<file path="config.mk">
export PLATFORM = sky130hd
export DESIGN_NAME = rom_arbiter
export DESIGN_NICKNAME = d
export VERILOG_FILES = /design/src/rtl/rom_arbiter.sv
export SDC_FILE = /design/constraint.sdc
export NUM_CORES = 1
export LEC_CHECK = 0
export BUFFER_PORTS_ARGS = -buffer_cell sky130_fd_sc_hd__buf_2
export CAP_MARGIN = 10
export CORE_UTILIZATION = 30
export CTS_CLUSTER_DIAMETER = 120
export DETAILED_ROUTE_END_ITERATION = 12
export GPL_ROUTABILITY_DRIVEN = 0
export PLACE_DENSITY_LB_ADDON = 0.25
export SLEW_MARGIN = 20
export SYNTH_ARGS = -nofsm -noshare
export SYNTH_HDL_FRONTEND = slang
export SYNTH_SLANG_ARGS = --single-unit
</file>
<file path="constraint.sdc">
create_clock -name clk -period 4.5 [get_ports clk]
set_input_delay 0.9 -clock clk [delete_from_list [all_inputs] [get_ports clk]]
set_output_delay 0.9 -clock clk [all_outputs]
set_load 0.1 [all_outputs]
</file>
<file path="src/rtl/rom_arbiter.sv">
// Two-port arbiter in front of a single registered-read ROM: grants one read at a time,
// alternates on conflict, and answers out-of-range addresses with an error response.
module rom_arbiter #(
   parameter logic [31:0] ADDR_MAX = 32'd1020
) (
   input  logic        clk,
   input  logic        reset,
   input  logic        req0,
   input  logic        req1,
   input  logic [31:0] addr0,
   input  logic [31:0] addr1,
   output logic        gnt0,
   output logic        gnt1,
   output logic        valid0,
   output logic        valid1,
   output logic [31:0] rdata0,
   output logic [31:0] rdata1,
   output logic        err0,
   output logic        err1,
   output logic [31:0] rom_addr,
   output logic        rom_enable,
   input  logic [31:0] rom_data,
   output logic        busy
);

   typedef enum logic [1:0] {
      S_IDLE  = 2'd0,
      S_ISSUE = 2'd1,
      S_WAIT  = 2'd2,
      S_ERR   = 2'd3
   } state_t;

   state_t      r_state;
   logic        r_owner;
   logic        r_last;
   logic [1:0]  r_gnt;
   logic [1:0]  r_valid;
   logic [1:0]  r_err;
   logic [31:0] r_rdata [2];
   logic [31:0] r_rom_addr;
   logic        r_rom_en;

   logic        w_any;
   logic        w_win;
   logic [31:0] w_addr;
   logic        w_legal;

   // On conflict the port that did not win last time goes next.
   assign w_any   = req0 | req1;
   assign w_win   = (req0 & req1) ? ~r_last : req1;
   assign w_addr  = w_win ? addr1 : addr0;
   assign w_legal = (w_addr <= ADDR_MAX);

   always_ff @(posedge clk) begin
      if (reset) begin
         r_state    <= S_IDLE;
         r_owner    <= 1'b0;
         r_last     <= 1'b1;
         r_gnt      <= 2'b00;
         r_valid    <= 2'b00;
         r_err      <= 2'b00;
         r_rdata[0] <= 32'd0;
         r_rdata[1] <= 32'd0;
         r_rom_addr <= 32'd0;
         r_rom_en   <= 1'b0;
      end else begin
         r_gnt   <= 2'b00;
         r_valid <= 2'b00;
         case (r_state)
            S_IDLE: begin
               if (w_any) begin
                  r_gnt[w_win] <= 1'b1;
                  r_last       <= w_win;
                  r_owner      <= w_win;
                  if (w_legal) begin
                     r_rom_addr <= w_addr;
                     r_rom_en   <= 1'b1;
                     r_state    <= S_ISSUE;
                  end else begin
                     r_state <= S_ERR;
                  end
               end
            end
            S_ISSUE: begin
               r_rom_en <= 1'b0;
               r_state  <= S_WAIT;
            end
            S_WAIT: begin
               r_rdata[r_owner] <= rom_data;
               r_err[r_owner]   <= 1'b0;
               r_valid[r_owner] <= 1'b1;
               r_state          <= S_IDLE;
            end
            S_ERR: begin
               r_rdata[r_owner] <= 32'd0;
               r_err[r_owner]   <= 1'b1;
               r_valid[r_owner] <= 1'b1;
               r_state          <= S_IDLE;
            end
            default: r_state <= S_IDLE;
         endcase
      end
   end

   assign gnt0       = r_gnt[0];
   assign gnt1       = r_gnt[1];
   assign valid0     = r_valid[0];
   assign valid1     = r_valid[1];
   assign err0       = r_err[0];
   assign err1       = r_err[1];
   assign rdata0     = r_rdata[0];
   assign rdata1     = r_rdata[1];
   assign rom_addr   = r_rom_addr;
   assign rom_enable = r_rom_en;
   assign busy       = (r_state != S_IDLE);

endmodule

</file>
==> metrics <==
Post-Syn Area per Cell 12.96 um^2; Worst slew margin 43.16%; RR Endpoint rom_addr[9]$_SDFFE_PP0P_; pwr dens 406.6 mW/mm^2; Hold Crit Class register to register; Final setup viols 0; Arr. time, crit path 1.45 ns; Starting Density 31.05%; mapped cell area 0.004160 mm^2; count of pins over their slew limit 0; R2R Path Start r_last$_SDFFE_PP1P_; Longest Clk Path Bufs 2; RSZ-0062 raised after global routing false; CTS tree done; hold_buf cts 0; pin count of the biggest net entering global routing 35; CP Data Required Time 3.60 ns; largest cells by area after synthesis edfxtp_1 46%, dfxtp_1 21%, and2_1 13%; vias in the first global route 2979; Clock H-tree levels 3; maximum fanout along the worst path 7; Post-CTS Setup Bufs 0; cell breakdown of the critical path nor2_1 -> inv_1 -> buf_2; post-CTS sizing 0; worst path bufs/invs 2; detailed-route DRC error count 0; largest stage delay on the critical path 0.47 ns; Nets 624; Reg clk slew, reported paths 0.07 ns; initial antenna violation count 2; chip height 119.8 um; Synth top area share 46.20%; clk sinks 107; number of synthesized flops with an enable pin 64; maximum clock rate 425.2 MHz; Pwr Total 0.002292 W; crit start category register; clock root buffer clkbuf_16; initial DRC count 190; hpwl dp 7.163 mm; final hold vios 0; Synth area leader edfxtp_1; Worst path depth 3; critical path endpoint category output pin; delay-heaviest family, CP buffers and inverters; gr ovfl total 0; Post-DRT Antenna Nets 0; Yosys reg bits 107; clock skew after layout 0.005121 ns; IO Port Bufs 203; Die ar. 0.01434 mm^2; CP max-delay cell dfxtp_1; setup TNS 0 ns; P&R area growth vs syn 35.49%; # rows 42; Pre-Repair DR Iteration Count 5; Fill cells 1297; wire per inst 13.69 um; Yosys cell types 31; hold slack 0.4578 ns; Synth Flop Type edfxtp_1; core area 0.01340 mm^2; Ports 204; Synth async-reset ratio 0%; WS Path Type register to output pin; Worst VDD drop 149.5 uV; count leader, synth and2_1; clk_lat worst skew 0.34 ns; Global Route Usage Sum 13.92%; Warnings, synthesis 0; maxcap violations 0; Mapped Cells 321; Leak 2.622 nW; worst-margin pin slew 0.8526 ns; syn_nets 421; share of post-route cells with drive strength above 1 46.31%; crit path launch r_state[0]$_SDFFE_PP0P_; via/cell ratio 4.359; Die W 119.8 um; CP Capture Point busy; status completed; top cells by count, synth 86 x and2_1, 64 x edfxtp_1, 43 x dfxtp_1; Detailed Route WL 9.680 mm; via count 3082; fin crit share 52.27%; first-pass GRT wire length 15.16 mm; minimum clock period 2.352 ns; R2R Setup Slk 2.48 ns; R2R depth 5; Seq/Total Area, Yosys 66.89%; Num CTS Buffers 9
## how the worst min path moves through the flow
| stage | to | depth (start not counted) | slack [ns] | from |
|---|---|---|---|---|
| after floorplan | register | 2 | 0.48 | r_owner$_SDFFE_PP0P_ |
| final | rom_addr[17]$_SDFFE_PP0P_ | 1 | 0.46 | rom_addr[17]$_SDFFE_PP0P_ |
| after global placement | rom_addr[11]$_SDFFE_PP0P_ | 1 | 0.44 | rom_addr[11]$_SDFFE_PP0P_ |
| after CTS | register | 2 | 0.46 | register |
| after detailed placement | rom_addr[24]$_SDFFE_PP0P_ | 1 | 0.44 | rom_addr[24]$_SDFFE_PP0P_ |
| after global routing | rom_addr[13]$_SDFFE_PP0P_ | 1 | 0.48 | rom_addr[13]$_SDFFE_PP0P_ |
## flip-flops by register name, indices dropped and copies added (netlist names), named ones only
register,cells
r_rdata,64
r_last,1
r_state,2
rom_addr,32
r_owner,1
r_gnt,2
r_valid,2
rom_enable,1
## final cells by class
class | count | area [um^2] | area share [%]
diodes | 2 | 5.005 | 0.08879
clock buffers | 10 | 229.0 | 4.062
clock inverters | 6 | 40.04 | 0.7103
multi-input cells | 197 | 1314 | 23.31
inverters | 4 | 15.01 | 0.2664
repair buffers | 205 | 1031 | 18.29
flip-flops and latches | 107 | 2783 | 49.37
well taps | 176 | 220.2 | 3.907
## where the power goes
part	switching, W	leakage (nW)	total (W)	internal (W)
clock	0.000341	0.133	0.000717	0.000376
sequential	0.0000145	1.02	0.00110	0.00108
combinational	0.000395	1.47	0.000475	0.0000800
total	0.000751	2.62	0.00229	0.00154
## kinds of logic (layout without fill, tap and decap cells)
| group | Yosys count | after routing | synth area share (%) |
|---|---|---|---|
| multiplexers | 11 | 11 | 3.850 |
| AO/OA/AOI/OAI | 23 | 23 | 4.271 |
| AND/OR/NAND/NOR | 163 | 163 | 23.10 |
| flip-flops | 107 | 107 | 66.89 |
| buffers and inverters | 17 | 225 | 1.895 |
| other | 0 | 2 | 0 |
## worst register-to-register path, cell delays in order (launching register included)
cell	delay, ns
dfxtp_1	0.35
a21boi_2	0.48
nand3_1	0.23
o22ai_4	0.26
nand3_4	0.23
mux2_4	0.35
## per-layer routing
layer	global-route usage (%)	wire (um)	vias up
met3	5.276	975	9
met5	0	0	-
met2	22.72	4526	184
met4	4.688	98	0
met1	16.79	4080	1374
li1	-	-	1515
## layout by cell type, fill, tap and decap left out, types with 3 or more instances in the layout
cell and instances:
buf_2 203, and2_1 86, edfxtp_1 64, dfxtp_1 43
nand2_1 25, nor2_1 13, a21oi_1 13, nor2b_1 11
mux2_4 10, clkbuf_16 9, nor4_1 8, nand4_1 6
inv_1 4, clkinv_2 3
## per-stage QoR
| stage | util (%) | setup slack, ns | area (um^2) | instances |
|---|---|---|---|---|
| floorplan | - | 1.809 | 4160 | 321 |
| global placement | 40.02 | 1.869 | 5363 | 689 |
| detailed placement | 40.02 | 1.767 | 5363 | 689 |
| CTS | 42.03 | 2.117 | 5632 | 705 |
| global route | 42.03 | 2.029 | 5632 | 705 |
| finish | 42.06 | 2.148 | 5637 | 707 |
Power figures use the tool's default switching activity.
